--- src/rtl/uart_tx_arbiter.sv ---
// Round-robin arbiter feeding one 8N1 shift transmitter.
// Frames are {stop, byte, start}; send enable held until sent or timeout.
module uart_tx_arbiter #(
  parameter int NUM_REQ        = 4,
  parameter int FRAME_WIDTH    = 10,
  parameter int GAP_CYCLES     = 2,
  parameter int TIMEOUT_CYCLES = 20000,
  parameter int CNTR_W         = 32
) (
  input  logic                   hwclk,
  input  logic                   rst,
  input  logic [NUM_REQ-1:0]     req_valid,
  input  logic [NUM_REQ*8-1:0]   req_data,
  output logic [NUM_REQ-1:0]     req_ready,
  output logic [2:0]             grant_id,
  output logic                   tx_send_en,
  output logic [FRAME_WIDTH-1:0] tx_data_frame,
  input  logic                   tx_frame_sent,
  output logic                   busy,
  output logic                   timeout_err
);

  typedef enum logic [1:0] {
    IDLE,
    GRANT,
    SEND,
    GAP
  } state_t;

  state_t                 state_q;
  logic [2:0]             rr_q;
  logic [2:0]             g_q;
  logic [2:0]             gid_q;
  logic [CNTR_W-1:0]      to_cnt_q;
  logic [CNTR_W-1:0]      gap_cnt_q;
  logic                   send_q;
  logic                   busy_q;
  logic                   terr_q;
  logic [FRAME_WIDTH-1:0] frame_q;

  logic                   hit_d;
  logic [2:0]             g_d;
  logic                   gvalid_d;
  logic [7:0]             byte_d;

  function automatic logic [2:0] rr_idx(
    input logic [2:0] base,
    input int         off
  );
    int s;
    s = int'(base) + off;
    if (s >= NUM_REQ) s = s - NUM_REQ;
    return 3'(s);
  endfunction

  // Walk downward so the smallest offset from the pointer wins.
  always_comb begin
    hit_d = 1'b0;
    g_d   = rr_q;
    for (int i = NUM_REQ - 1; i >= 0; i--) begin
      if (req_valid[rr_idx(rr_q, i)]) begin
        hit_d = 1'b1;
        g_d   = rr_idx(rr_q, i);
      end
    end
  end

  always_comb begin
    gvalid_d  = 1'b0;
    byte_d    = 8'h00;
    req_ready = '0;
    for (int i = 0; i < NUM_REQ; i++) begin
      if (3'(i) == g_q) begin
        gvalid_d     = req_valid[i];
        byte_d       = req_data[8*i +: 8];
        req_ready[i] = (state_q == GRANT) && req_valid[i];
      end
    end
  end

  always_ff @(posedge hwclk) begin
    if (rst) begin
      state_q   <= IDLE;
      rr_q      <= '0;
      g_q       <= '0;
      gid_q     <= '0;
      to_cnt_q  <= '0;
      gap_cnt_q <= '0;
      send_q    <= 1'b0;
      busy_q    <= 1'b0;
      terr_q    <= 1'b0;
      frame_q   <= '1;
    end else begin
      unique case (state_q)
        IDLE: begin
          if (hit_d) begin
            g_q     <= g_d;
            busy_q  <= 1'b1;
            state_q <= GRANT;
          end
        end
        GRANT: begin
          if (gvalid_d) begin
            frame_q  <= FRAME_WIDTH'({1'b1, byte_d, 1'b0});
            gid_q    <= g_q;
            rr_q     <= rr_idx(g_q, 1);
            send_q   <= 1'b1;
            to_cnt_q <= '0;
            state_q  <= SEND;
          end else begin
            busy_q  <= 1'b0;
            state_q <= IDLE;
          end
        end
        SEND: begin
          if (tx_frame_sent) begin
            send_q    <= 1'b0;
            frame_q   <= '1;
            gap_cnt_q <= '0;
            state_q   <= GAP;
          end else if (to_cnt_q == CNTR_W'(TIMEOUT_CYCLES - 1)) begin
            send_q    <= 1'b0;
            frame_q   <= '1;
            terr_q    <= 1'b1;
            gap_cnt_q <= '0;
            state_q   <= GAP;
          end else begin
            to_cnt_q <= to_cnt_q + 1'b1;
          end
        end
        GAP: begin
          // A zero-length gap still spends one cycle here.
          if ((gap_cnt_q + 1'b1) >= CNTR_W'(GAP_CYCLES)) begin
            busy_q  <= 1'b0;
            state_q <= IDLE;
          end else begin
            gap_cnt_q <= gap_cnt_q + 1'b1;
          end
        end
        default: state_q <= IDLE;
      endcase
    end
  end

  assign grant_id      = gid_q;
  assign tx_send_en    = send_q;
  assign tx_data_frame = frame_q;
  assign busy          = busy_q;
  assign timeout_err   = terr_q;

endmodule

--- config.mk ---
export PLATFORM = sky130hd
export DESIGN_NAME = uart_tx_arbiter
export DESIGN_NICKNAME = d
export VERILOG_FILES = /design/src/rtl/uart_tx_arbiter.sv
export SDC_FILE = /design/constraint.sdc
export NUM_CORES = 1
export LEC_CHECK = 0
export ABC_AREA = 1
export CORE_ASPECT_RATIO = 0.75
export CORE_UTILIZATION = 40
export DETAILED_ROUTE_END_ITERATION = 10
export HOLD_SLACK_MARGIN = 0.08
export MAX_ROUTING_LAYER = met4
export PLACE_DENSITY = 0.68
export SLEW_MARGIN = 20
export SYNTH_ARGS = -nofsm -noshare
export SYNTH_HDL_FRONTEND = slang
export SYNTH_SLANG_ARGS = --single-unit
--- constraint.sdc ---
create_clock -name hwclk -period 2.3 [get_ports hwclk]
set_input_delay 0.23 -clock hwclk [delete_from_list [all_inputs] [get_ports hwclk]]
set_output_delay 0.23 -clock hwclk [all_outputs]
set_load 0.05 [all_outputs]
=== Yosys cells after proc, flatten, opt, wreduce, memory -nomap -nowiden ===
Cells that the tools add are included.

* Register bits: 88
* Input bits: 39
* Output and inout bits: 20
* Word-level logic and storage cells: 123

* Add/subtract/negate cells: 11
* Magnitude comparators: 10
* Equal/unequal tests: 15
* Mux-type cells: 59
* Bitwise logic cells: 1
* Reductions and logical operators: 17

{| class="wikitable"
|+ Operators by type and width
! cell !! number
|-
| two-way mux 32 bit || 6
|-
| one-hot mux 32 bit (2 select lines) || 2
|-
| adder 32 x 1 -> 32 bit (second input constant) || 2
|-
| equality test 32 x 15 -> 1 bit (second input constant) || 1
|-
| >= comparator 32 x 2 -> 1 bit (second input constant) || 1
|-
| two-way mux 8 bit || 4
|-
| two-way mux 10 bit || 3
|-
| two-way mux 3 bit || 9
|-
| two-way mux 1 bit || 22
|-
| one-hot mux 10 bit (2 select lines) || 1
|-
| >= comparator 4 x 3 -> 1 bit (second input constant) || 4
|-
| subtractor 3 bit (second input constant) || 5
|-
| != test 2 bit (second input constant) || 7
|-
| less-than comparator 3 bit (second input constant) || 4
|-
| AND reduction 3 bit || 4
|-
| two-way mux 2 bit || 5
|-
| adder 3 x 1 -> 4 bit (second input constant) || 2
|-
| adder 3 x 2 -> 4 bit (second input constant) || 2
|-
| binary-select mux 1 bit (select 2 bit) || 4
|-
| one-hot mux 2 bit (4 select lines) || 1
|-
| AND reduction 4 bit || 2
|-
| equality test 2 x 3 -> 1 bit (first input constant) || 2
|-
| equality test 2 bit (second input constant) || 2
|-
| logical AND 1 bit || 4
|-
| other kinds (12) || 14
|}

=== Logic depth before layout (Yosys ltp) ===
* Depth in word-level cells: 11
* Mapped depth: 18
* Gate-level depth less buffers: 18

=== Worst setup path after synthesis ===
OpenSTA, ideal clock, no wires.

* Path kind: register to register
* From: register g_q[1]
* To: register to_cnt_q[2]
* Library setup time: 118 ps
* Data arrival time: 2686 ps
* Setup slack: -504 ps
* Cell stages (with the launch flop): 15
* Path buffers: 3
* Clock period less this slack: 2804 ps
* Path through: dfxtp_1 -> ha_1 -> ha_1 -> buf_2 -> clkinv_1 -> nor3_2 -> inv_1 -> nand2_2 -> inv_2 -> nand2_1 -> nand2_1 -> buf_2 -> buf_4 -> nor3_1 -> nor2_1

* Longest elaborated chain between the ends: 7

{| class="wikitable"
|+ Ends and longest elaborated chain
! element !! RTL line !! text
|-
| from (decl) || 32 || <nowiki>logic [2:0] g_q;</nowiki>
|-
| from (signal assigned) || 97 || <nowiki>g_q <= g_d;</nowiki>
|-
| zero test 3 bit || 73 || <nowiki>if (3'(i) == g_q) begin</nowiki>
|-
| two-way mux 1 bit (3 in series) || 73 ||
|-
| two-way mux 1 bit * || 73 ||
|-
| != test 2 bit (no source line) * || n/a ||
|-
| AND reduction 4 bit (no source line) * || n/a ||
|-
| to (signal assigned) || 128 || <nowiki>to_cnt_q <= to_cnt_q + 1'b1;</nowiki>
|-
| to (decl) || 34 || <nowiki>logic [CNTR_W-1:0] to_cnt_q;</nowiki>
|}

Every way passes the cells marked *; elsewhere a longest branch is shown, timed or not.
A chain may end at the register's enable or synchronous reset.

=== Worst setup path after layout ===
* From: register gap_cnt_q[0]
* To: register gap_cnt_q[2]

* Longest elaborated chain between the ends: 4

{| class="wikitable"
|+ Ends and longest elaborated chain
! element !! RTL line !! text
|-
| from (decl) || 35 || <nowiki>logic [CNTR_W-1:0] gap_cnt_q;</nowiki>
|-
| from (signal assigned) || 137 || <nowiki>gap_cnt_q <= gap_cnt_q + 1'b1;</nowiki>
|-
| adder 32 x 1 -> 32 bit * || 133, 137 ||
|-
| >= comparator 32 x 2 -> 1 bit || 133 || <nowiki>if ((gap_cnt_q + 1'b1) >= CNTR_W'(GAP_CYCLES)) begin</nowiki>
|-
| != test 2 bit (no source line) || n/a ||
|-
| AND reduction 3 bit (no source line) || n/a ||
|}

Every way passes the cells marked *; elsewhere a longest branch is shown, timed or not. The select of a mux whose other input is x is not followed.

==> results.yml <==
setup_path:
  critical_path_arrival_ns: 2.46
  rr_worst_depth: 19
  worst-path-buf-inv: 3
  cp_data_required_time_ns: 2.51
  path_cells: "ha_4, inv_2, nor2_4, buf_4, nand2_1, nor2_1, nand2_1, nand2_1, nor2_1, nand2_1, nor2_1, nand2_1, nor2_2, nand2_1, nand2_2, nand2_2, buf_12, nand2_1, nor2_1"
  start_kind: "register"
  critical_path.endpoint_type: "register"
  timing.rr.start: "gap_cnt_q[0]"
  worstSetupPathType: "reg -> reg"
  max_stage_delay_ns: 0.36
  path_depth: 19
  crit_family: "simple AND/OR/NAND/NOR gates"
  worst_r2r_endpoint: "gap_cnt_q[2]"
  crit_path_max_fanout: 31
  critical_path.most_common_cell: "nand2_1"
  r2r_setup_slack_ns: 0.05
  slowest_stage: "dfxtp_4"
detailed_routing:
  via_per_inst: 4.94
  drt-initial-drc-count: 462
  drc_errors: 0
  drt_wl_total_mm: 15.3
  routedWlPerCell_um: 12.6
  firstDrtPassIters: 7
  vias: 6021
  ant_nets: 0
sta:
  drv_slew: 0
  hold_viol: 0
  max_clock_freq_mhz: 444
  worst_slew_pin_slew_ns: 0.587
  setup_viol: 0
  clock_skew_ns: 0.00978
  relSlewSlack: 0.608
  fin_crit_ns: 2.25
  fin_crit_sh: 0.979
  grt_setup_unrepaired: "yes"
floorplanning:
  fp.dieH_um: 105
  die_w_um: 139
  dieArea_mm2: 0.0146
  ioPinCount: 59
  core-area_mm2: 0.0137
  initial_core_util: 0.411
  rows: 37
placed_design:
  hpwl_mm: 11.6
  numPortBuffers: 57
  routabilityCongestion: 0.938
  post-place-cells: 1201
logic_synthesis:
  ys.flop_type: "dfxtp_1"
  synth_edf_count: 0
  synthesis.nets: 1000
  ys_types: 33
  post-synth-top-count-cell: "nand2_1"
  avgSynthCellArea_um2: 5.92
  synth_cells: 951
  synth_top_area_frac: 0.310
  synthTopCellsByCount: "nand2_1 (325), nor2_1 (156), inv_1 (100)"
  yosys_warnings: 0
  seq_area_frac_synth: 0.310
  synth_async_sr_flop_share: 0
  ys_seq_elements: 87
  synth_top_area_cell: "dfxtp_1"
  syn_area_mm2: 0.00563
  yosys-top-cells-area: "dfxtp_1 (31%), nand2_1 (22%), nor2_1 (10%)"
hold_path:
  hold_end: "gap_cnt_q[5]"
  whs_path_depth: 2
  worstHoldPathType: "in -> reg"
  hold_path_startpoint: "rst"
layout:
  fill_cells: 1434
  nNetsFinal: 1088
  final_util: 0.518
  fin_cells: 1219
  n_antenna_cell: 0
  syn_to_final_growth_pct: 26.2
  drive_gt1_frac: 0.119
clocking:
  clock_latency_ns: 0.35
  ctsHoldBuffers: 0
  clockRootBuffer: "clkbuf_16"
  clock_sinks: 87
  ctsHtreeMaxLevel: 3
  cts_buffer_depth: 2
  numCtsBuffers: 9
  cts_tree: "done"
  cts.clk_slew.worst_paths_ns: 0.07
pwr:
  leakage_nw: 2.81
  power_per_cell_area_mw_per_mm2: 688
  ir_drop_mv: 0.487
global_routing:
  grt_max_degree: 45
  grt_pass1_wl_mm: 26.1
  grtUsageTotal: 0.226
  antenna_found_initial: 0
  first_global_vias: 5371
  overflow: 0
run:
  maxCapViolations: 0
run_status:
  outcome: "finished clean"
## cell usage in the layout, fill, tap and decap left out, types with 2 or more instances in the layout
cell type / instances
nand2_1: 323
nor2_1: 143
inv_1: 96
dfxtp_1: 72
nand3_1: 67
clkdlybuf4s50_1: 52
buf_4: 43
a21oi_1: 38
nor3_1: 24
o21ai_0: 24
nor2_2: 16
nand4_1: 16
xor2_1: 14
dfxtp_2: 12
nor4_1: 10
clkbuf_16: 9
nor2_4: 8
xnor2_1: 8
o211ai_1: 8
nand2_2: 7
nand3b_1: 7
ha_1: 7
inv_2: 5
dfxtp_4: 3
buf_12: 3
nand3_2: 2
and2_1: 2
o21ai_1: 2
ha_4: 2
inv_6: 2
clkinvlp_4: 2
## power breakdown
group	switching (mW)	total (mW)	internal [mW]
combinational	1.06	1.68	0.624
clock	0.642	1.52	0.878
sequential	0.0744	1.68	1.61
## sequential cells by signal, summed over array words and instances, names as in the netlist, named ones only
name,cells
grant_id,3
g_q,3
to_cnt_q,32
tx_send_en,1
timeout_err,1
state_q,1
rr_q,3
tx_data_frame,9
gap_cnt_q,32
busy,1
## what timing repair did
item	in CTS	in global routing
pin swaps	2	7
setup buffers	1	1
endpoints found under the setup margin	31	72
gates resized for setup	1	47
## final cells by class
class / count / area, µm² / area share
clock inverter: 6 / 67.6 / 0.00951
inverter: 103 / 399 / 0.0562
sequential: 87 / 1770 / 0.249
timing repair buffer: 100 / 920 / 0.129
multi-input combinational: 738 / 3490 / 0.491
tap: 175 / 219 / 0.0308
clock buffer: 10 / 239 / 0.0337
## per-stage QoR
step | setup WS (ns) | power (mW) | instance area, µm² | hold slack [ns] | setup TNS (ns)
3_3_place_gp | 0.0237 | 3.35 | 6650 | 0.441 | 0
3_5_place_dp | -0.0156 | 3.36 | 6650 | 0.444 | -0.128
6_report | 0.0492 | 4.88 | 7100 | 0.311 | 0
4_1_cts | 0.00494 | 4.89 | 6960 | 0.310 | 0
2_1_floorplan | -0.0317 | 2.80 | 5670 | 0.420 | -0.0604
5_1_grt | -0.0940 | 5.17 | 7100 | 0.331 | -2.24
## worst max-delay path by stage
stage | start | endpoint | slack, ns
floorplan | g_q[1] | to_cnt_q[9] | -0.03
global placement | gap_cnt_q[0] | gap_cnt_q[1] | 0.02
detailed placement | gap_cnt_q[0] | gap_cnt_q[7] | -0.02
CTS | gap_cnt_q[1] | gap_cnt_q[14] | 0.005
global route | gap_cnt_q[0] | gap_cnt_q[7] | -0.09
finish | gap_cnt_q[0] | gap_cnt_q[2] | 0.05
## worst register-to-register path, stage by stage, from the launching register on
cell and delay, ns:
dfxtp_4 0.36, ha_4 0.17, inv_2 0.07, nor2_4 0.06
buf_4 0.14, nand2_1 0.11, nor2_1 0.07, nand2_1 0.07
nand2_1 0.07, nor2_1 0.15, nand2_1 0.07, nor2_1 0.11
nand2_1 0.08, nor2_2 0.11, nand2_1 0.08, nand2_2 0.07
nand2_2 0.06, buf_12 0.17, nand2_1 0.07, nor2_1 0.04
## metal layers
layer  GRT usage  wire length (µm)
met1       0.318              7780
met2       0.323              6260
met3      0.0587              1160
met4      0.0444               135
met5           -                 0
## cells by family after synthesis
| kind of cell | Yosys count | share of synthesized area |
|---|---|---|
| simple gates | 629 | 0.470 |
| buf+inv | 126 | 0.0909 |
| flops | 87 | 0.310 |
| compound gates | 76 | 0.0727 |
| xor+xnor | 22 | 0.0342 |
| fa+ha+maj | 10 | 0.0222 |
| other cells | 1 | 0.000666 |
Note: power is estimated with default switching activity, not from simulation.
